### config.mk
export PLATFORM = sky130hd
export DESIGN_NAME = spi_frame_sequencer
export DESIGN_NICKNAME = d
export VERILOG_FILES = /design/src/rtl/spi_frame_sequencer.sv
export SDC_FILE = /design/constraint.sdc
export NUM_CORES = 1
export LEC_CHECK = 0
export CAP_MARGIN = 20
export CORE_MARGIN = 1
export CORE_UTILIZATION = 40
export CTS_BUF_LIST = sky130_fd_sc_hd__clkbuf_8 sky130_fd_sc_hd__clkbuf_16
export CTS_CLUSTER_DIAMETER = 120
export DETAILED_ROUTE_END_ITERATION = 8
export PLACE_DENSITY = 0.71
export SLEW_MARGIN = 30
export SYNTH_ARGS = -nofsm -noshare
export SYNTH_HDL_FRONTEND = slang
export SYNTH_SLANG_ARGS = --single-unit
### constraint.sdc
create_clock -name clk_in -period 2.7 [get_ports clk_in]
set_clock_uncertainty 0.15 [all_clocks]
set_input_delay 0.54 -clock clk_in [delete_from_list [all_inputs] [get_ports clk_in]]
set_output_delay 0.54 -clock clk_in [all_outputs]
set_load 0.02 [all_outputs]
### src/rtl/spi_frame_sequencer.sv
// Chooses which camera frames go out over SPI, picks the 1-in-DECIM x DECIM pixels,
// and keeps one pixel in a hold register so the SPI sender can apply back-pressure.
module spi_frame_sequencer #(
   parameter int H_ACTIVE     = 640,
   parameter int V_ACTIVE     = 360,
   parameter int DECIM_LOG2   = 2,
   parameter int HCOUNT_WIDTH = 10,
   parameter int VCOUNT_WIDTH = 9,
   parameter int DATA_WIDTH   = 8,
   parameter int SKIP_WIDTH   = 4
) (
   input  logic                    clk_in,
   input  logic                    rst_in,
   input  logic                    enable_in,
   input  logic [SKIP_WIDTH-1:0]   skip_in,
   input  logic                    pixel_valid_in,
   input  logic [HCOUNT_WIDTH-1:0] hcount_in,
   input  logic [VCOUNT_WIDTH-1:0] vcount_in,
   input  logic [DATA_WIDTH-1:0]   pixel_data_in,
   input  logic                    spi_ready_in,
   output logic                    trigger_out,
   output logic [DATA_WIDTH-1:0]   data_out,
   output logic [HCOUNT_WIDTH-1:0] hcount_out,
   output logic [VCOUNT_WIDTH-1:0] vcount_out,
   output logic                    frame_start_out,
   output logic                    line_end_out,
   output logic                    frame_done_out,
   output logic [15:0]             frames_sent_out,
   output logic [15:0]             overruns_out,
   output logic [14:0]             last_frame_pixels_out,
   output logic                    busy_out
);

   localparam int DECIM = 1 << DECIM_LOG2;
   localparam logic [HCOUNT_WIDTH-1:0] H_LIM  = HCOUNT_WIDTH'(H_ACTIVE);
   localparam logic [VCOUNT_WIDTH-1:0] V_LIM  = VCOUNT_WIDTH'(V_ACTIVE);
   localparam logic [HCOUNT_WIDTH-1:0] H_LAST = HCOUNT_WIDTH'(H_ACTIVE - DECIM);
   localparam logic [VCOUNT_WIDTH-1:0] V_LAST = VCOUNT_WIDTH'(V_ACTIVE - DECIM);

   typedef enum logic [1:0] {S_IDLE, S_WAIT, S_STREAM, S_DRAIN} state_t;

   state_t                  state_q, state_d;
   logic [SKIP_WIDTH-1:0]   skip_q;
   logic                    full_q;
   logic                    aborted_q;
   logic [DATA_WIDTH-1:0]   data_q;
   logic [HCOUNT_WIDTH-1:0] hcount_q;
   logic [VCOUNT_WIDTH-1:0] vcount_q;
   logic [14:0]             pix_cnt_q, last_pix_q;
   logic [15:0]             sent_q, ovr_q;
   logic                    done_q;

   logic sel_w, fs_w, last_w, trig_w;
   logic accept_w, abort_w, start_w, skip_dec_w, drain_done_w;

   assign sel_w  = pixel_valid_in
                && (hcount_in[DECIM_LOG2-1:0] == '0) && (vcount_in[DECIM_LOG2-1:0] == '0)
                && (hcount_in < H_LIM) && (vcount_in < V_LIM);
   assign fs_w   = pixel_valid_in && (hcount_in == '0) && (vcount_in == '0);
   assign last_w = sel_w && (hcount_in == H_LAST) && (vcount_in == V_LAST);
   // Launch is combinational on the hold so a pixel can go out the cycle after it arrives.
   assign trig_w = full_q && spi_ready_in && !rst_in;

   always_ff @(posedge clk_in) begin
      if (rst_in) state_q <= S_IDLE;
      else        state_q <= state_d;
   end

   always_comb begin
      state_d = state_q;
      case (state_q)
         S_IDLE:   if (enable_in) state_d = S_WAIT;
         S_WAIT:   if (!enable_in) state_d = S_IDLE;
                   else if (fs_w && skip_q == '0) state_d = S_STREAM;
         S_STREAM: if (fs_w || last_w) state_d = S_DRAIN;
         S_DRAIN:  if (!full_q && spi_ready_in) state_d = enable_in ? S_WAIT : S_IDLE;
         default:  state_d = S_IDLE;
      endcase
   end

   always_comb begin
      accept_w     = 1'b0;
      abort_w      = 1'b0;
      start_w      = 1'b0;
      skip_dec_w   = 1'b0;
      drain_done_w = 1'b0;
      busy_out     = 1'b0;
      case (state_q)
         S_WAIT: if (enable_in && fs_w) begin
            if (skip_q == '0) begin
               start_w  = 1'b1;
               accept_w = 1'b1;
            end else begin
               skip_dec_w = 1'b1;
            end
         end
         S_STREAM: begin
            busy_out = 1'b1;
            if (fs_w)       abort_w  = 1'b1;
            else if (sel_w) accept_w = 1'b1;
         end
         S_DRAIN: begin
            busy_out     = 1'b1;
            drain_done_w = !full_q && spi_ready_in;
         end
         default: ;
      endcase
   end

   always_ff @(posedge clk_in) begin
      if (rst_in) begin
         skip_q     <= '0;
         full_q     <= 1'b0;
         aborted_q  <= 1'b0;
         data_q     <= '0;
         hcount_q   <= '0;
         vcount_q   <= '0;
         pix_cnt_q  <= '0;
         last_pix_q <= '0;
         sent_q     <= '0;
         ovr_q      <= '0;
         done_q     <= 1'b0;
      end else begin
         if (start_w)         skip_q <= skip_in;
         else if (skip_dec_w) skip_q <= skip_q - 1'b1;

         // A pixel arriving while the old one is launching replaces it.
         if (accept_w && (!full_q || trig_w)) begin
            full_q   <= 1'b1;
            data_q   <= pixel_data_in;
            hcount_q <= hcount_in;
            vcount_q <= vcount_in;
         end else if (trig_w) begin
            full_q <= 1'b0;
         end

         if (accept_w && full_q && !trig_w && ovr_q != 16'hFFFF) ovr_q <= ovr_q + 16'd1;

         if (start_w)     pix_cnt_q <= '0;
         else if (trig_w) pix_cnt_q <= pix_cnt_q + 15'd1;

         if (start_w)      aborted_q <= 1'b0;
         else if (abort_w) aborted_q <= 1'b1;

         done_q <= drain_done_w && !aborted_q;
         if (drain_done_w && !aborted_q) begin
            sent_q     <= sent_q + 16'd1;
            last_pix_q <= pix_cnt_q;
         end
      end
   end

   assign trigger_out           = trig_w;
   assign data_out              = data_q;
   assign hcount_out            = hcount_q;
   assign vcount_out            = vcount_q;
   assign frame_start_out       = trig_w && (hcount_q == '0) && (vcount_q == '0);
   assign line_end_out          = trig_w && (hcount_q == H_LAST);
   assign frame_done_out        = done_q;
   assign frames_sent_out       = sent_q;
   assign overruns_out          = ovr_q;
   assign last_frame_pixels_out = last_pix_q;

endmodule

; Word-level counts from Yosys, hierarchy flattened
; Index checks and enable logic that the tools add are counted.
[totals]
output_inout_bits = 79
input_bits = 36
word_cells = 93
regBits = 98
[classes]
n_addsub = 4
magnitude_cmp = 2
n_reduce_logical = 40
muxes = 24
eq_ne = 11
[ops]
columns = op, n
row1 = "adder 16 x 1 -> 16 bit, second input constant", 2
row2 = logical AND 1 bit, 21
row3 = "equality test 10 bit, second input constant", 2
row4 = zero test 10 bit, 2
row5 = zero test 9 bit, 2
row6 = "inequality test 16 bit, second input constant", 1
row7 = "adder 15 x 1 -> 15 bit, second input constant", 1
row8 = two-way mux 1 bit, 15
row9 = "less-than comparator 10 bit, second input constant", 1
row10 = two-way mux 2 bit, 5
row11 = "equality test 9 bit, second input constant", 1
row12 = "less-than comparator 9 bit, second input constant", 1
row13 = two-way mux 4 bit, 2
row14 = one-hot mux 2 bit (4 select lines), 1
row15 = zero test 2 bit, 3
row16 = "inequality test 2 bit, second input constant", 3
row17 = "equality test 2 bit, second input constant", 2
row18 = zero test 1 bit, 4
row19 = zero test 4 bit, 1
row20 = AND reduction 4 bit, 1
row21 = nonzero test 2 bit, 2
row22 = OR reduction 2 bit, 2
row23 = "subtractor 4 x 1 -> 4 bit, second input constant", 1
row24 = "inequality test 3 bit, second input constant", 1
row25 = other kinds (3), 4

; Longest topological paths before layout
[depth]
word_depth = 11
depth_mapped = 11

; Worst setup path before layout
; Ideal clock, no wire load.
[synth_path]
kind = input port to flip-flop
start = input port hcount_in[7]
end = register ovr_q[11] (netlist: overruns_out[11])
path_stages = 8
slack_ns = -0.142
arrival_time_ns = 2.569
required_time_ns = 2.427
setup_time_ns = 0.123
path_cell_list = or4_4 > and4bb_2 > and4_1 > o21ba_1 > buf_6 > buf_8 > nor4_2 > mux2_1
[synth_via]
elab_chain_cells = 9
[synth_rtl]
columns = element, line_no
row1 = start: declaration, 17  ; input logic [HCOUNT_WIDTH-1:0] hcount_in,
row2 = less-than comparator 10 bit or zero test 10 bit (tied branches), "58, 59"
row3 = "logical AND 1 bit, on equally long branches (2 in a row)", "58, 59"
row4 = two-way mux 1 bit or logical AND 1 bit (tied branches), "100, 89"
row5 = "two-way mux 1 bit, on equally long branches", "99, 89"
row6 = one-hot mux 1 bit (2 select lines) (*), 88  ; case (state_q)
row7 = logical AND 1 bit (*) (3 in a row), 137  ; if (accept_w && full_q && !trig_w && ovr_q != 16'hFFFF) ovr_q <= ovr_q + 16'd1;
row8 = end signal: assignment, 137
row9 = end: declaration, 50  ; logic [15:0] sent_q, ovr_q;
; Mark *: on every way between the ends. The rest lies on a longest branch, timed or not.
; A chain may end at the register's enable or synchronous reset.

; Worst setup path in the final report
[layout_path]
start = input port vcount_in[3]
end = register ovr_q[3] (netlist: overruns_out[3])
[layout_via]
elab_chain_cells = 8
[layout_rtl]
columns = element, line_no
row1 = start: declaration, 18  ; input logic [VCOUNT_WIDTH-1:0] vcount_in,
row2 = less-than comparator 9 bit or zero test 9 bit (tied branches), "58, 59"
row3 = "logical AND 1 bit, on equally long branches", "58, 59"
row4 = two-way mux 1 bit or logical AND 1 bit (tied branches), "100, 89"
row5 = "two-way mux 1 bit, on equally long branches", "99, 89"
row6 = one-hot mux 1 bit (2 select lines) (*), 88
row7 = logical AND 1 bit (*) (3 in a row), 137
; Marks and branches as above.

==> metrics.yaml <==
rows: 39
fmax_ghz: 0.382
seq_area_frac_synth_pct: 42.2
grt_pass1_vias: 3921
vias: 4191
path_clk_slew_ps: 60
clkSinkCount: 98
ant_nets: 0
setup_viol: 0
yosys_warnings: 0
grt_usage_pct: 19.0
r2r-end: "hcount_out[5]"
synth_edf_count: 0
area_growth_pct: 44.0
core-area_sq_mm: 0.0114
status: "finished, final reports clean"
finalCritPeriodShare_pct: 97.0
dpl_worst_slack_ps: -580
start_util_pct: 40.9
leakagePower_uw: 0.00248
cp-end-kind: "flip-flop"
slew_violations: 0
yosysTopAreaCell: "dfxtp_1"
root_buffer: "clkbuf_16"
grt_first_pass_wirelength_um: 17900
numCtsBuffers: 9
die_h_um: 110
critPathMostFrequentCell: "or4_4"
die_x_um: 110
cp_max_fo: 8
max_cap_violations: 0
layout-drive-gt1-share_pct: 13.5
dp_hpwl_um: 8270
startpoint_type: "primary input"
ios: 115
cp.depth: 8
layout.nets: 728
ir_worst_vdd_mv: 0.271
antenna_found_initial: 0
path_cells: "dlygate4sd2_1, or4_4, and4bb_2, and4_1, o21ba_4, buf_6, or4_4, a21oi_2"
ys_seq_elements: 98
worstSetupEndpoint: "overruns_out[3]"
port_buffers: 114
synthTopCellsByCount: "dfxtp_1, nand2_1, nand2b_1"
ys_types: 53
die_area_sq_mm: 0.0121
tns_ps: 0
cts_tree: "yes"
hold_buffers: 0
clock_latency_ps: 340
synth_area_sq_mm: 0.00465
crit_start: "vcount_in[3]"
slowest_delay_ps: 500
first_pass_iters: 5
gp_congestion: 0.873
slowest_stage: "or4_4"
overflow: 0
synth_area_leaders: "dfxtp_1, nand2b_1, mux2i_1"
ys_async_sr_fraction_pct: 0
cp_top_family: "simple AND/OR/NAND/NOR gates"
dp.cells: 811
viasPerCell: 5.04
hp-class: "flip-flop to flip-flop"
tightest_slew_ps: 650
ff2ff_setup_slack_ps: 320
post-route-util_pct: 58.9
fin_cells: 831
hold_viol_final: 0
syn_inst: 531
critPathRequiredTime_ps: 2830
syn_avg_cell_area_sq_um: 8.76
drc: 0
ys.flop_type: "dfxtp_1"
n_fill_cell: 1001
drt_iter0_markers: 161
drt-wirelength-per-cell_um: 13.7
syn_nets: 576
htreeDepth: 3
timing.slew.headroom_pct: 56.7
setup_ws_ps: 80.9
power_density_mw_per_mm2: 450
grt_max_degree: 77
worstPathArrival_ps: 2750
yosysMostFrequentCell: "dfxtp_1"
synth_top_area_share_pct: 42.2
path_class: "primary input to flip-flop"
clockBufferDepth: 2
ff2ff_path_depth: 11
cp_num_buf_inv: 2
postRouteWirelength_um: 11400
period_needed_ps: 2620
## final cells by class
type | count | area (sq um) | area share [%]
Multi-Input combinational cell | 397 | 2600 | 38.8
Sequential cell | 98 | 1960 | 29.3
Timing Repair Buffer | 167 | 1600 | 23.8
Clock buffer | 11 | 253 | 3.77
Tap cell | 143 | 179 | 2.67
Clock inverter | 4 | 67.6 | 1.01
Inverter | 10 | 37.5 | 0.561
Antenna cell | 1 | 2.50 | 0.0374
## per-stage QoR
step                      total power (uW)  hold slack, ps  cell area (sq um)
after floorplan                       1560             287               4690
after global placement                1650             294               6260
after detailed placement              1660             297               6260
after CTS                             3040             306               6580
after global routing                  3130             336               6690
final                                 3010             302               6700
## layer usage
| layer | part of all wire (%) | GRT usage (%) | vias up |
|---|---|---|---|
| li1 | - | - | 2135 |
| met1 | 45 | 23.3 | 1937 |
| met2 | 47 | 31.9 | 101 |
| met3 | 5.2 | 5.22 | 18 |
| met4 | 1.9 | 6.29 | 0 |
| met5 | 0 | 0 | - |
## state kept, by name (all words and copies together), names as in the netlist, named ones only
| register | flops |
|---|---|
| pix_cnt_q | 15 |
| data_out | 8 |
| full_q | 1 |
| hcount_out | 10 |
| state_q | 1 |
| aborted_q | 1 |
| overruns_out | 16 |
| frame_done_out | 1 |
| last_frame_pixels_out | 15 |
| vcount_out | 9 |
| skip_q | 4 |
| frames_sent_out | 16 |
## layout by cell type (no fill, tap or decap), drive strengths merged, types with 20 or more instances in the layout
| cell type | synthesis | layout |
|---|---|---|
| clkdlybuf4s50 | 0 | 102 |
| dfxtp | 98 | 98 |
| nand2 | 59 | 59 |
| nand2b | 52 | 52 |
| buf | 5 | 52 |
| nor2 | 49 | 49 |
| a21oi | 33 | 33 |
| mux2i | 25 | 25 |
| xor2 | 20 | 20 |
## worst min-delay path, stage by stage, from the launching register on
cell	delay, ps
dfxtp_1	310
nand2_1	50
a21oi_1	50
## report_power, final
| group | leakage [uW] | internal (uW) | switching (uW) |
|---|---|---|---|
| sequential | 0.000789 | 1450 | 2.78 |
| clock | 0.000164 | 851 | 540 |
| combinational | 0.00153 | 94.0 | 78.6 |
| total | 0.00248 | 2390 | 621 |
## cell families (layout without fill, tap and decap cells)
group                      Yosys count  after routing  share of synthesized area, %
adders and majority gates            9              9                          2.42
other                                0              1                             0
AOI/OAI and AO/OA                   62             62                          7.97
and+or+nand+nor                    269            269                          32.0
xor gates and xnor gates            25             25                          4.71
buffers and inverters               36            192                          3.66
muxes                               32             32                          7.08
DFF                                 98             98                          42.2
## how the worst min path moves through the flow
stage | endpoint | start | cells past startpoint
floorplan | last_frame_pixels_out[14] | pix_cnt_q[14] | 2
global placement | last_frame_pixels_out[8] | last_frame_pixels_out[8] | 2
detailed placement | last_frame_pixels_out[9] | last_frame_pixels_out[9] | 2
CTS | last_frame_pixels_out[9] | last_frame_pixels_out[9] | 2
global route | last_frame_pixels_out[14] | last_frame_pixels_out[14] | 2
finish | last_frame_pixels_out[9] | last_frame_pixels_out[9] | 2
## repair_timing
| action | CTS | global route |
|---|---|---|
| pin swaps | 2 | 6 |
| setup endpoints to repair | 44 | 31 |
| gates cloned | 0 | 3 |
| gates resized for setup | 13 | 17 |
| buffers inserted | 0 | 1 |
Note: power is estimated with default switching activity, not from simulation.
